<file path="src/rtl/loop_controller_if.sv">
// Host/datapath handshake and control strobes of the two-phase loop controller.
// The master drives start/in_valid; the slave (controller) drives everything else.
interface loop_controller_if #(
  parameter int IDX_W = 10
);
  logic             start;
  logic             in_valid;
  logic             in_ready;
  logic             busy;
  logic             done;
  logic             category;
  logic [IDX_W-1:0] index;
  logic [IDX_W-1:0] index_loop;
  logic             load_a_en;
  logic             load_b_en;
  logic             load_c_en;
  logic             store_ab;
  logic             store_c_en;
  logic             mul_en;
  logic             add_en;
  logic [1:0]       mul_sel;
  logic [1:0]       add_sel;

  modport master (
    output start, in_valid,
    input  in_ready, busy, done, category, index, index_loop,
           load_a_en, load_b_en, load_c_en, store_ab, store_c_en,
           mul_en, add_en, mul_sel, add_sel
  );

  modport slave (
    input  start, in_valid,
    output in_ready, busy, done, category, index, index_loop,
           load_a_en, load_b_en, load_c_en, store_ab, store_c_en,
           mul_en, add_en, mul_sel, add_sel
  );
endinterface

</file>
<file path="src/rtl/loop_controller.sv">
// Sequencer for c[i] = a[i] + 2*b[i], then c[i] = c[i]*(a[i] + 5*b[i]), i = 0..N-1.
// Loads a[]/b[] from the host, then drives one SRAM/ALU action per cycle.
module loop_controller #(
  parameter int N     = 100,
  parameter int IDX_W = 10
) (
  input  logic               clk,
  input  logic               rst,
  loop_controller_if.slave   bus
);

  typedef enum logic [3:0] {
    IDLE, LD_A, LD_B,
    P1_LA, P1_LB, P1_MUL, P1_ADD, P1_ST,
    P2_LA, P2_LB, P2_LC, P2_MUL5, P2_ADD, P2_MULC, P2_ST,
    DONE
  } state_t;

  typedef struct packed {
    logic       busy;
    logic       done;
    logic       in_ready;
    logic       category;
    logic       load_a;
    logic       load_b;
    logic       load_c;
    logic       store_c;
    logic       mul_en;
    logic       add_en;
    logic [1:0] mul_sel;
    logic [1:0] add_sel;
  } ctrl_t;

  localparam logic [IDX_W-1:0] LAST = IDX_W'(N - 1);

  state_t           state;
  state_t           state_nxt;
  ctrl_t            ctrl;
  logic [IDX_W-1:0] idx_ab;
  logic [IDX_W-1:0] idx_loop;
  logic             accept;
  logic             last_ab;
  logic             last_loop;

  function automatic ctrl_t decode(input state_t s);
    ctrl_t c;
    c      = '0;
    c.busy = (s != IDLE);
    case (s)
      LD_A:    c.in_ready = 1'b1;
      LD_B:    begin c.in_ready = 1'b1; c.category = 1'b1; end
      P1_LA,
      P2_LA:   c.load_a = 1'b1;
      P1_LB,
      P2_LB:   c.load_b = 1'b1;
      P2_LC:   c.load_c = 1'b1;
      P1_MUL:  begin c.mul_en = 1'b1; c.mul_sel = 2'b01; end
      P1_ADD:  begin c.add_en = 1'b1; c.add_sel = 2'b01; end
      P1_ST:   c.store_c = 1'b1;
      P2_MUL5: begin c.mul_en = 1'b1; c.mul_sel = 2'b10; end
      P2_ADD:  begin c.add_en = 1'b1; c.add_sel = 2'b10; end
      P2_MULC: begin c.mul_en = 1'b1; c.mul_sel = 2'b11; end
      // The datapath muxes the product onto the store bus using mul_sel.
      P2_ST:   begin c.store_c = 1'b1; c.mul_sel = 2'b11; end
      DONE:    c.done = 1'b1;
      default: ;
    endcase
    return c;
  endfunction

  assign accept    = ctrl.in_ready & bus.in_valid;
  assign last_ab   = (idx_ab == LAST);
  assign last_loop = (idx_loop == LAST);

  always_comb begin
    state_nxt = state;
    case (state)
      IDLE:    if (bus.start) state_nxt = LD_A;
      LD_A:    if (accept && last_ab) state_nxt = LD_B;
      LD_B:    if (accept && last_ab) state_nxt = P1_LA;
      P1_LA:   state_nxt = P1_LB;
      P1_LB:   state_nxt = P1_MUL;
      P1_MUL:  state_nxt = P1_ADD;
      P1_ADD:  state_nxt = P1_ST;
      P1_ST:   state_nxt = last_loop ? P2_LA : P1_LA;
      P2_LA:   state_nxt = P2_LB;
      P2_LB:   state_nxt = P2_LC;
      P2_LC:   state_nxt = P2_MUL5;
      P2_MUL5: state_nxt = P2_ADD;
      P2_ADD:  state_nxt = P2_MULC;
      P2_MULC: state_nxt = P2_ST;
      P2_ST:   state_nxt = last_loop ? DONE : P2_LA;
      DONE:    state_nxt = IDLE;
      default: state_nxt = IDLE;
    endcase
  end

  // Outputs are registered from the next state so they line up with state.
  always_ff @(posedge clk) begin
    if (rst) begin
      state    <= IDLE;
      ctrl     <= '0;
      idx_ab   <= '0;
      idx_loop <= '0;
    end else begin
      state <= state_nxt;
      ctrl  <= decode(state_nxt);
      case (state)
        IDLE:        if (bus.start) idx_ab <= '0;
        LD_A, LD_B:  if (accept) idx_ab <= last_ab ? '0 : idx_ab + IDX_W'(1);
        P1_ST, P2_ST: idx_loop <= last_loop ? '0 : idx_loop + IDX_W'(1);
        default: ;
      endcase
    end
  end

  assign bus.in_ready   = ctrl.in_ready;
  assign bus.busy       = ctrl.busy;
  assign bus.done       = ctrl.done;
  assign bus.category   = ctrl.category;
  assign bus.index      = idx_ab;
  assign bus.index_loop = idx_loop;
  assign bus.load_a_en  = ctrl.load_a;
  assign bus.load_b_en  = ctrl.load_b;
  assign bus.load_c_en  = ctrl.load_c;
  assign bus.store_ab   = accept;
  assign bus.store_c_en = ctrl.store_c;
  assign bus.mul_en     = ctrl.mul_en;
  assign bus.add_en     = ctrl.add_en;
  assign bus.mul_sel    = ctrl.mul_sel;
  assign bus.add_sel    = ctrl.add_sel;

endmodule

</file>
<file path="src/flat_wrapper.sv">
// flat-port wrapper written by rule: the top's interface ports become plain ports
module loop_controller_flat 
#(
  parameter int N     = 100,
  parameter int IDX_W = 10
)
  (clk, rst, bus_start, bus_in_valid, bus_in_ready, bus_busy, bus_done, bus_category, bus_index, bus_index_loop, bus_load_a_en, bus_load_b_en, bus_load_c_en, bus_store_ab, bus_store_c_en, bus_mul_en, bus_add_en, bus_mul_sel, bus_add_sel);
  loop_controller_if #(.IDX_W(IDX_W)) bus_i ();
  input  logic clk;
  input  logic rst;
  input wire logic [$bits(bus_i.start)-1:0] bus_start;
  input wire logic [$bits(bus_i.in_valid)-1:0] bus_in_valid;
  output wire logic [$bits(bus_i.in_ready)-1:0] bus_in_ready;
  output wire logic [$bits(bus_i.busy)-1:0] bus_busy;
  output wire logic [$bits(bus_i.done)-1:0] bus_done;
  output wire logic [$bits(bus_i.category)-1:0] bus_category;
  output wire logic [$bits(bus_i.index)-1:0] bus_index;
  output wire logic [$bits(bus_i.index_loop)-1:0] bus_index_loop;
  output wire logic [$bits(bus_i.load_a_en)-1:0] bus_load_a_en;
  output wire logic [$bits(bus_i.load_b_en)-1:0] bus_load_b_en;
  output wire logic [$bits(bus_i.load_c_en)-1:0] bus_load_c_en;
  output wire logic [$bits(bus_i.store_ab)-1:0] bus_store_ab;
  output wire logic [$bits(bus_i.store_c_en)-1:0] bus_store_c_en;
  output wire logic [$bits(bus_i.mul_en)-1:0] bus_mul_en;
  output wire logic [$bits(bus_i.add_en)-1:0] bus_add_en;
  output wire logic [$bits(bus_i.mul_sel)-1:0] bus_mul_sel;
  output wire logic [$bits(bus_i.add_sel)-1:0] bus_add_sel;
  assign bus_i.start = bus_start;
  assign bus_i.in_valid = bus_in_valid;
  assign bus_in_ready = bus_i.in_ready;
  assign bus_busy = bus_i.busy;
  assign bus_done = bus_i.done;
  assign bus_category = bus_i.category;
  assign bus_index = bus_i.index;
  assign bus_index_loop = bus_i.index_loop;
  assign bus_load_a_en = bus_i.load_a_en;
  assign bus_load_b_en = bus_i.load_b_en;
  assign bus_load_c_en = bus_i.load_c_en;
  assign bus_store_ab = bus_i.store_ab;
  assign bus_store_c_en = bus_i.store_c_en;
  assign bus_mul_en = bus_i.mul_en;
  assign bus_add_en = bus_i.add_en;
  assign bus_mul_sel = bus_i.mul_sel;
  assign bus_add_sel = bus_i.add_sel;
  loop_controller #(.N(N), .IDX_W(IDX_W)) u_core (.clk(clk), .rst(rst), .bus(bus_i));
endmodule
</file>
<file path="config.mk">
export PLATFORM = sky130hd
export DESIGN_NAME = loop_controller_flat
export DESIGN_NICKNAME = d
export VERILOG_FILES = /design/src/rtl/loop_controller_if.sv /design/src/rtl/loop_controller.sv /design/src/flat_wrapper.sv
export SDC_FILE = /design/constraint.sdc
export NUM_CORES = 1
export LEC_CHECK = 0
export ABC_AREA = 1
export BUFFER_PORTS_ARGS = -buffer_cell sky130_fd_sc_hd__buf_2
export CORE_UTILIZATION = 55
export CTS_CLUSTER_SIZE = 25
export DETAILED_ROUTE_END_ITERATION = 8
export GPL_ROUTABILITY_DRIVEN = 0
export GPL_TIMING_DRIVEN = 0
export PLACE_DENSITY_LB_ADDON = 0.08
export SLEW_MARGIN = 15
export SYNTH_ARGS = -nofsm -noshare
export SYNTH_HDL_FRONTEND = slang
export SYNTH_SLANG_ARGS = --single-unit
</file>
<file path="constraint.sdc">
create_clock -name clk -period 3.7 [get_ports clk]
set_input_delay 0.185 -clock clk [delete_from_list [all_inputs] [get_ports clk]]
set_output_delay 0.185 -clock clk [all_outputs]
set_load 0.01 [all_outputs]
</file>
==> results of run 1 <==
-- sequential cells by signal (all words and copies together), names as in the netlist, 2 cells and up --
name,cells
u_core.bus.add_sel,2
u_core.bus.index_loop,10
u_core.bus.mul_sel,2
u_core.state,4
u_core.bus.index,10
-- power by group through the flow --
stage                     Sequential, mW  Combinational, mW  Clock, mW
after floorplan                    0.431             0.0420          0
after global placement             0.430             0.0597          0
after detailed placement           0.430             0.0603          0
after CTS                          0.420             0.0608      0.272
after global routing               0.422             0.0694      0.287
final                              0.421             0.0602      0.266
-- cell usage in the layout, fill, tap and decap left out --
cell type	instances
a211oi_1	1
a21oi_1	20
a22oi_1	1
and3_1	1
buf_2	37
buf_6	1
clkbuf_1	2
clkbuf_4	5
clkbuf_8	3
dfxtp_1	38
ha_1	2
inv_1	43
inv_2	2
nand2_1	66
nand2_2	2
nand2_4	2
nand3_1	22
nand4_1	6
nor2_1	49
nor2_2	4
nor2_4	1
nor3_1	12
nor3b_1	2
o21ai_0	10
o21ai_2	2
o21ai_4	1
or2_0	1
or2_4	1
xor2_1	4
-- synth_stat cells --
master,n,area [um^2]
a211oi_1,1,7.51
a21oi_1,20,100
a22oi_1,1,7.51
and3_1,1,6.26
buf_6,1,11.3
clkbuf_1,2,7.51
dfxtp_1,38,761
ha_1,2,25.0
inv_1,43,161
inv_2,2,7.51
nand2_1,66,248
nand2_2,2,12.5
nand2_4,2,22.5
nand3_1,22,110
nand4_1,6,37.5
nor2_1,49,184
nor2_2,4,25.0
nor2_4,1,11.3
nor3_1,12,60.1
nor3b_1,2,15.0
o21ai_0,10,50.1
o21ai_2,2,17.5
o21ai_4,1,16.3
or2_0,1,6.26
or2_4,1,8.76
xor2_1,4,35.0
-- layout make-up --
class	instances	area (um^2)	share of cell area [%]
inverters	45	169	7.42
clock buffers	8	78.8	3.46
repair buffers	37	185	8.14
flip-flops and latches	38	761	33.4
multi-input cells	210	1010	44.2
plain buffers	3	18.8	0.825
well taps	46	57.6	2.53
-- routing by layer --
layer	routed length [um]	up-vias	global-route usage (%)
li1	-	1028	-
met1	2080	844	34.2
met2	1870	54	37.5
met3	236	6	5.67
met4	63	0	8.57
met5	0	-	0
-- logic make-up after synthesis --
family          Yosys count  synth area share [%]
compound gates           35                  10.2
xor+xnor                  4                  1.79
fa+ha+maj                 2                  1.28
buf+inv                  48                  9.60
flops                    38                  38.9
simple gates            169                  38.2
-- path summary, 6_finish.rpt --
check	cells past startpoint	endpoint	slack (ns)
worst max-delay path	12	u_core.bus.busy$_SDFF_PP0_	1.84
worst min register to register	2	u_core.bus.index_loop[1]$_SDFFE_PP0P_	0.51
worst min-delay path	2	u_core.bus.mul_sel[1]$_SDFF_PP0_	0.25
worst max register to register	12	u_core.bus.busy$_SDFF_PP0_	1.84
-- stage by stage --
stage	setup WS (ns)	cells
global placement	1.89	379
floorplan	2.13	296
finish	1.84	387
global route	1.68	387
CTS	1.84	387
detailed placement	1.87	379
==> impl_metrics.py, run 1 <==
metrics = {
    "floorplanning": {
        "io-pin-count": 39,
        "die_w_um": 61.6,
        "die_y_um": 61.6,
        "initial_utilization_pct": 58.1,
        "rows": 21,
        "core_mm2": 0.00336,
        "dieArea_mm2": 0.00380,
    },
    "sta": {
        "finalSetupTns_ns": 0,
        "setup_viol": 0,
        "clock-skew-final_ns": 0.00682,
        "hold_violations": 0,
        "period_needed_ns": 1.86,
        "min_period_over_period_pct": 50.4,
        "rsz0062_at_grt": "no",
        "holdWs_ns": 0.251,
        "slew_viol_final": 0,
        "slew_headroom_pct": 67.8,
        "worst_pin_slew_ns": 0.483,
        "max_freq_ghz": 0.537,
    },
    "worst_setup_path": {
        "cpPeakStageDelay_ns": 0.40,
        "critPathMaxFanout": 5,
        "rr_startpoint": "u_core.bus.index_loop[0]$_SDFFE_PP0P_",
        "crit_required_ns": 3.96,
        "worst_path_max_delay_cell": "dfxtp_1",
        "cp.buffers_inverters": 1,
        "cp.arrival_ns": 2.12,
        "critical_path.top_delay_family": "simple AND/OR/NAND/NOR gates",
        "crit_top_cell": "nand2_1",
        "worstSetupEndpointType": "flip-flop",
        "path_cells": "ha_1 > nand2_1 > nor2_1 > nand3_1 > nand2_1 > nand2_1 > nor2_1 > nand2_1 > nand2_1 > nand3_1 > nand2_1 > inv_1",
        "startpoint_type": "flip-flop",
        "startpoint": "u_core.bus.index_loop[0]$_SDFFE_PP0P_",
        "path_class": "reg -> reg",
    },
    "synthesis": {
        "syn_area_mm2": 0.00195,
        "synth_seq_cells": 38,
        "postSynthAreaPerCell_um2": 6.60,
        "ys_seq_area_share_pct": 38.9,
        "ys_types": 26,
        "synth.yosys.warnings": 0,
        "syn-instance-count": 296,
        "syn_nets": 302,
    },
    "clock_network": {
        "ctsResizeCount": 0,
        "clkLatencyLatePin_ns": 0.35,
        "holdBufCountCts": 0,
        "cts_tree": "done",
        "clock-sinks": 38,
        "cts_made_buffers": 5,
        "clockBufferDepth": 2,
        "clkSlewWorstSetupHoldPaths_ns": 0.11,
        "post_cts_buffers": 0,
        "htreeDepth": 2,
        "cts_root_buf": "clkbuf_4",
    },
    "drt": {
        "postRouteWirelength_um": 4250,
        "drt-wirelength-per-cell_um": 11.0,
        "firstDrtPassIters": 4,
        "via_per_inst": 4.99,
        "drc": 0,
        "vias": 1932,
        "ant_nets": 0,
        "dr.first_iter.drc_count": 125,
    },
    "power_and_ir_drop": {
        "p_sw_mw": 0.183,
        "pwr-share-clk_pct": 35.6,
        "seq_power_share_pct": 56.3,
        "vdd_drop_max_v": 0.000197,
        "power_leakage_nw": 1.11,
        "power.density_mw_per_mm2": 328,
        "p_total_mw": 0.747,
        "swShare_pct": 24.4,
        "intPower_mw": 0.564,
        "pwr-share-comb_pct": 8.1,
    },
    "placement": {
        "numPortBuffers": 37,
        "dp_hpwl_um": 3240,
        "placed_area_mm2": 0.00220,
    },
    "layout": {
        "diodes": 0,
        "final_nets": 346,
        "fill_cells": 346,
        "fin_area_mm2": 0.00228,
        "syn_to_final_growth_pct": 16.5,
        "drive_above_1_share_pct": 17.9,
        "utilization_pct": 67.7,
    },
    "hold_path": {
        "min_from": "rst",
        "min_path_type": "in -> reg",
    },
    "global_route": {
        "grt_max_degree": 12,
        "grt_pass1_vias": 1571,
        "grt_first_pass_wirelength_um": 6780,
        "grt_util_all_layers_pct": 24.7,
        "grt_overflow": 0,
        "antenna_found_initial": 0,
    },
    "flow_run": {
        "cap_viol_max_count": 0,
    },
    "outcome": {
        "run_status": "complete, no violations",
    },
}
Note: power is estimated with default switching activity, not from simulation.
==> inputs of run 2 (changes only) <==
--- a/config.mk
+++ b/config.mk
@@ -7,7 +7,7 @@
 export LEC_CHECK = 0
 export ABC_AREA = 1
 export BUFFER_PORTS_ARGS = -buffer_cell sky130_fd_sc_hd__buf_2
-export CORE_UTILIZATION = 55
+export CORE_UTILIZATION = 49
 export CTS_CLUSTER_SIZE = 25
 export DETAILED_ROUTE_END_ITERATION = 8
 export GPL_ROUTABILITY_DRIVEN = 0
==> constraint.sdc (replaced) <==
create_clock -name clk -period 1.6 [get_ports clk]
set_input_delay 0.08 -clock clk [delete_from_list [all_inputs] [get_ports clk]]
set_output_delay 0.08 -clock clk [all_outputs]
set_load 0.01 [all_outputs]
==> run 2 against run 1 <==
Clock power increased by 130%. Critical path depth shrank 3. Final cell count increased by 2.8%. Combinational power grew to 3.5 times the previous value. Register-to-register slack lost 1.8 ns. Global-route usage is 1.4 points lower. Fmax is 18% higher. First-iteration DRC count up 45%.
==> impl_metrics.py, run 2 (same netlist as run 1, synthesis figures left out) <==
metrics = {
    "clock_network": {
        "holdBufCountCts": 0,
        "cts_root_buf": "clkbuf_8",
        "clock-sinks": 38,
        "clkSlewWorstSetupHoldPaths_ns": 0.07,
        "clockBufferDepth": 2,
        "clkLatencyLatePin_ns": 0.29,
        "htreeDepth": 2,
        "cts_made_buffers": 5,
        "cts_tree": "done",
    },
    "layout": {
        "instances_no_fill": 398,
        "fill_cells": 347,
        "final_nets": 356,
        "diodes": 0,
        "drive_above_1_share_pct": 31.4,
        "utilization_pct": 68.6,
        "syn_to_final_growth_pct": 31.4,
        "final_cell_mix": "nand2_1, inv_1, nor2_1, buf_2, dfxtp_1",
        "layout_commonest_cell": "nand2_1",
    },
    "flow_run": {
        "cap_viol_max_count": 0,
    },
    "global_route": {
        "grt_util_all_layers_pct": 23.2,
        "grt_first_pass_wirelength_um": 7510,
        "antenna_found_initial": 0,
        "grt_pass1_vias": 1729,
        "grt_max_degree": 12,
        "grt_overflow": 0,
    },
    "sta": {
        "holdWs_ns": 0.242,
        "slew_viol_final": 0,
        "min_period_over_period_pct": 98.9,
        "slew_headroom_pct": 64.3,
        "rsz0062_at_grt": "yes",
        "period_needed_ns": 1.58,
        "setup_viol": 0,
        "hold_violations": 0,
        "worst_pin_slew_ns": 0.536,
        "max_freq_ghz": 0.632,
        "finalSetupTns_ns": 0,
        "clock-skew-final_ns": 0.00670,
    },
    "placement": {
        "placed_cells": 381,
        "numPortBuffers": 37,
        "dp_hpwl_um": 3340,
    },
    "floorplanning": {
        "core_mm2": 0.00374,
        "die_y_um": 65.2,
        "rows": 22,
        "initial_utilization_pct": 52.2,
        "die_w_um": 65.2,
        "dieArea_mm2": 0.00425,
        "io-pin-count": 39,
    },
    "worst_setup_path": {
        "critPathMaxFanout": 10,
        "worstSetupEndpointType": "flip-flop",
        "cp.arrival_ns": 1.75,
        "path_cells": "inv_4 > nand2_4 > nor2_4 > nor2_4 > o21ai_4 > nand2_8 > clkbuf_16 > nor3_1 > nor3_1",
        "crit_required_ns": 1.77,
        "path_class": "reg -> reg",
        "startpoint_type": "flip-flop",
        "cpPeakStageDelay_ns": 0.38,
        "worst_path_max_delay_cell": "dfxtp_4",
    },
    "drt": {
        "firstDrtPassIters": 4,
        "vias": 2032,
        "ant_nets": 0,
        "drt-wirelength-per-cell_um": 12.5,
        "postRouteWirelength_um": 4960,
        "drc": 0,
        "via_per_inst": 5.11,
        "dr.first_iter.drc_count": 181,
    },
    "outcome": {
        "run_status": "complete, no violations",
    },
    "power_and_ir_drop": {
        "p_total_mw": 1.80,
        "vdd_drop_max_v": 0.000666,
        "power_leakage_nw": 1.19,
        "power.density_mw_per_mm2": 702,
    },
    "hold_path": {
        "min_path_type": "in -> reg",
    },
}
-- run 2: changes by cell type in the layout (fill, tap and decap cells not counted), moves of 3 or more --
cell and delta:
dfxtp_1 -8, dfxtp_4 +5, nor2_2 +5, a21oi_1 -4, clkbuf_4 -5, dfxtp_2 +3, a21oi_2 +4, nand2_1 -8
nand2_2 +5, inv_1 -3, nor2_4 +4, nor2_1 -9, buf_4 +9, o21ai_0 -3
-- run 2: area by class of cell --
cell class / instances / area, um^2 / area share, %
multi-input combinational: 210 / 1170 / 45.6
sequential: 38 / 783 / 30.5
buffer: 3 / 22.5 / 0.877
clock buffer: 5 / 68.8 / 2.68
inverter: 45 / 174 / 6.77
tap: 48 / 60.1 / 2.34
clock inverter: 2 / 10.0 / 0.390
timing repair buffer: 47 / 278 / 10.8
-- run 2: report_power, final --
group / internal (mW) / leakage, nW / switching [mW] / total, mW
clock: 0.292 / 0.0438 / 0.333 / 0.625
combinational: 0.0847 / 0.831 / 0.128 / 0.212
sequential: 0.954 / 0.312 / 0.0122 / 0.966
-- run 2: through the flow --
step / area (um^2) / setup WS, ns
4_1_cts: 2350 / -0.000768
5_1_grt: 2570 / -0.0734
2_1_floorplan: 1950 / 0.0340
3_5_place_dp: 2200 / -0.205
6_report: 2570 / 0.0182
3_3_place_gp: 2200 / -0.248
-- run 2: metal layers --
metal / vias up / global-route usage [%] / wire length (um)
met3: 7 / 4.86 / 231
met2: 49 / 36.2 / 2350
li1: 1048 / - / -
met1: 928 / 30.8 / 2300
met4: 0 / 10.3 / 74
met5: - / 0 / 0
-- run 2: what timing repair did --
| action | 4_1_cts | 5_1_grt |
|---|---|---|
| gates cloned | 0 | 1 |
| gates resized for setup | 20 | 43 |
| pin swaps | 2 | 7 |
| endpoints found under the hold margin | 0 | 0 |
| endpoints found under the setup margin | 17 | 19 |
| buffers inserted | 2 | 7 |
-- run 2: worst paths after layout --
path                            slack [ns]                                     to  cells past startpoint                                   from
worst max register to register        0.02       u_core.bus.index[8]$_SDFFE_PP0P_                      9             u_core.state[1]$_SDFF_PP0_
worst max-delay path                  0.02       u_core.bus.index[8]$_SDFFE_PP0P_                      9             u_core.state[1]$_SDFF_PP0_
worst min-delay path                  0.24       u_core.bus.store_c_en$_SDFF_PP0_                      2                                    rst
worst min register to register        0.48  u_core.bus.index_loop[0]$_SDFFE_PP0P_                      1  u_core.bus.index_loop[0]$_SDFFE_PP0P_
-- run 2: critical path: cells and delay by family, from the launching register on --
family | cells | cell delay [ns]
DFF | 1 | 0.38
and+or+nand+nor | 6 | 0.60
buffers and inverters | 2 | 0.24
AOI/OAI and AO/OA | 1 | 0.23
==> inputs of run 3 (changes only) <==
--- a/config.mk
+++ b/config.mk
@@ -13,6 +13,7 @@
 export GPL_ROUTABILITY_DRIVEN = 0
 export GPL_TIMING_DRIVEN = 0
 export PLACE_DENSITY_LB_ADDON = 0.08
+export REMOVE_ABC_BUFFERS = 1
 export SLEW_MARGIN = 15
 export SYNTH_ARGS = -nofsm -noshare
 export SYNTH_HDL_FRONTEND = slang
==> run 3 against run 2 <==
Core utilization fell by 0.67 points. Routed wire length fell by 3.9%. Setup slack got worse by 0.0022 ns. Non-clock buffer count fell by 5. Clock skew fell by 0.0013 ns. Count of clock-buffer cells in the layout rose by 2. Largest power group unchanged. Flip-flop and latch count did not move. Hold slack got worse by 0.065 ns. Cell area fell by 0.97%. Via count rose by 0.20%. Critical path depth fell by 1. Critical path type unchanged.
==> impl_metrics.py, run 3 (same netlist as run 1, synthesis figures left out) <==
metrics = {
    "power_and_ir_drop": {
        "power.density_mw_per_mm2": 717,
        "intPower_mw": 1.35,
        "pwr-share-clk_pct": 37.6,
        "swShare_pct": 25.8,
        "seq_power_share_pct": 53.1,
        "p_sw_mw": 0.470,
        "power_leakage_nw": 1.19,
        "vdd_drop_max_v": 0.000612,
        "pwr-share-comb_pct": 9.3,
    },
    "hold_path": {
        "min_path_type": "in -> reg",
        "min_from": "rst",
    },
    "global_route": {
        "grt_util_all_layers_pct": 22.6,
        "grt_first_pass_wirelength_um": 7230,
        "grt_max_degree": 19,
        "antenna_found_initial": 0,
        "grt_overflow": 0,
        "grt_pass1_vias": 1620,
    },
    "flow_run": {
        "cap_viol_max_count": 0,
    },
    "worst_setup_path": {
        "rr_startpoint": "u_core.state[2]$_SDFF_PP0_",
        "startpoint": "u_core.state[2]$_SDFF_PP0_",
        "cp.arrival_ns": 1.76,
        "cpPeakStageDelay_ns": 0.36,
        "worstSetupEndpointType": "flip-flop",
        "path_cells": "inv_4 > nand2_4 > nor2_4 > nor2_4 > o21ai_4 > nand2_4 > o21ai_4 > nor3_1",
        "startpoint_type": "flip-flop",
        "critPathMaxFanout": 7,
        "crit_required_ns": 1.78,
        "path_class": "reg -> reg",
        "worst_path_max_delay_cell": "dfxtp_4",
    },
    "clock_network": {
        "cts_made_buffers": 5,
        "htreeDepth": 2,
        "cts_root_buf": "clkbuf_8",
        "clkSlewWorstSetupHoldPaths_ns": 0.08,
        "clkLatencyLatePin_ns": 0.29,
        "cts_tree": "done",
        "holdBufCountCts": 0,
        "clockBufferDepth": 2,
        "clock-sinks": 38,
    },
    "layout": {
        "syn_to_final_growth_pct": 30.2,
        "multiInputGateArea_mm2": 0.00119,
        "drive_above_1_share_pct": 31.0,
        "fill_cells": 353,
        "fin_area_mm2": 0.00254,
        "final_nets": 353,
        "regArea_um2": 790,
        "diodes": 0,
        "layout_commonest_cell": "nand2_1",
        "final_cell_mix": "nand2_1, nor2_1, inv_1, buf_2, dfxtp_1",
    },
    "sta": {
        "max_freq_ghz": 0.631,
        "worst_pin_slew_ns": 0.412,
        "min_period_over_period_pct": 99.0,
        "slew_viol_final": 0,
        "clock-skew-final_ns": 0.00540,
        "setup_viol": 0,
        "slew_headroom_pct": 72.3,
        "hold_violations": 0,
        "holdWs_ns": 0.177,
        "period_needed_ns": 1.58,
        "rsz0062_at_grt": "yes",
    },
    "floorplanning": {
        "die_y_um": 65.2,
        "dieArea_mm2": 0.00425,
        "rows": 22,
        "initial_utilization_pct": 52.2,
        "core_mm2": 0.00374,
        "io-pin-count": 39,
        "die_w_um": 65.2,
    },
    "placement": {
        "dp_hpwl_um": 3180,
        "numPortBuffers": 38,
        "placed_area_mm2": 0.00219,
    },
    "drt": {
        "top_layer": "met4",
        "firstDrtPassIters": 5,
        "drc": 0,
        "dr.first_iter.drc_count": 133,
        "dr_wl_met3_um": 301,
        "drt-wirelength-per-cell_um": 12.0,
        "vias": 2036,
        "met2_length_um": 2170,
        "postRouteWirelength_um": 4770,
        "ant_nets": 0,
        "via_per_inst": 5.14,
        "wl_met1_um": 2220,
    },
    "outcome": {
        "run_status": "complete, no violations",
    },
}
## run 3: changes by cell type in the layout (fill, tap and decap cells not counted), sizes merged
cell / change
buf: -2
clkbuf: -1
clkinv: -1
nand2: +2
## run 3: worst paths after layout
| check | depth (start not counted) | endpoint | slack [ns] |
|---|---|---|---|
| max reg2reg | 8 | u_core.bus.index[8]$_SDFFE_PP0P_ | 0.02 |
| min | 2 | u_core.bus.index_loop[3]$_SDFFE_PP0P_ | 0.18 |
| max | 8 | u_core.bus.index[8]$_SDFFE_PP0P_ | 0.02 |
| min reg2reg | 2 | u_core.bus.index_loop[6]$_SDFFE_PP0P_ | 0.52 |
## run 3: layout make-up
| type | count | share of cell area (%) |
|---|---|---|
| flip-flops and latches | 38 | 31.0 |
| inverters | 45 | 6.74 |
| clock inverters | 1 | 0.197 |
| repair buffers | 45 | 9.54 |
| well taps | 48 | 2.36 |
| clock buffers | 7 | 3.39 |
| multi-input cells | 212 | 46.7 |
## run 3: stage by stage
| step | total power [mW] | util (%) | instances | setup TNS (ns) | setup WS, ns |
|---|---|---|---|---|---|
| floorplan | 1.08 | - | 293 | 0 | 0.0364 |
| global placement | 1.12 | 58.4 | 379 | -1.74 | -0.203 |
| detailed placement | 1.12 | 58.4 | 379 | -2.13 | -0.238 |
| CTS | 1.82 | 62.6 | 388 | -0.0372 | -0.0133 |
| global route | 1.90 | 67.9 | 396 | -0.463 | -0.0555 |
| finish | 1.82 | 67.9 | 396 | 0 | 0.0159 |
## run 3: critical path: cells and delay by family, from the launching register on
kind | cells | cell delay [ns]
buffers and inverters | 1 | 0.08
flip-flops | 1 | 0.36
AO/OA/AOI/OAI | 2 | 0.49
AND/OR/NAND/NOR | 5 | 0.53
## run 3: power by group through the flow
stage / logic (mW) / clock network (mW) / registers, mW
final: 0.170 / 0.686 / 0.968
after global routing: 0.189 / 0.743 / 0.969
after CTS: 0.147 / 0.697 / 0.971
after detailed placement: 0.130 / 0 / 0.994
after global placement: 0.129 / 0 / 0.994
after floorplan: 0.0848 / 0 / 0.996
## run 3: layer usage
layer | track usage [%] | vias to the layer above
li1 | - | 1039
met1 | 31.1 | 918
met2 | 33.1 | 70
met3 | 5.90 | 9
met4 | 9.51 | 0
met5 | 0 | -
## run 3: repair_timing
action                                  CTS  global route
buffers inserted                          0             7
gates resized for setup                  18            44
endpoints found under the setup margin   15            22
gates cloned                              1             1
pin swaps                                 3            14
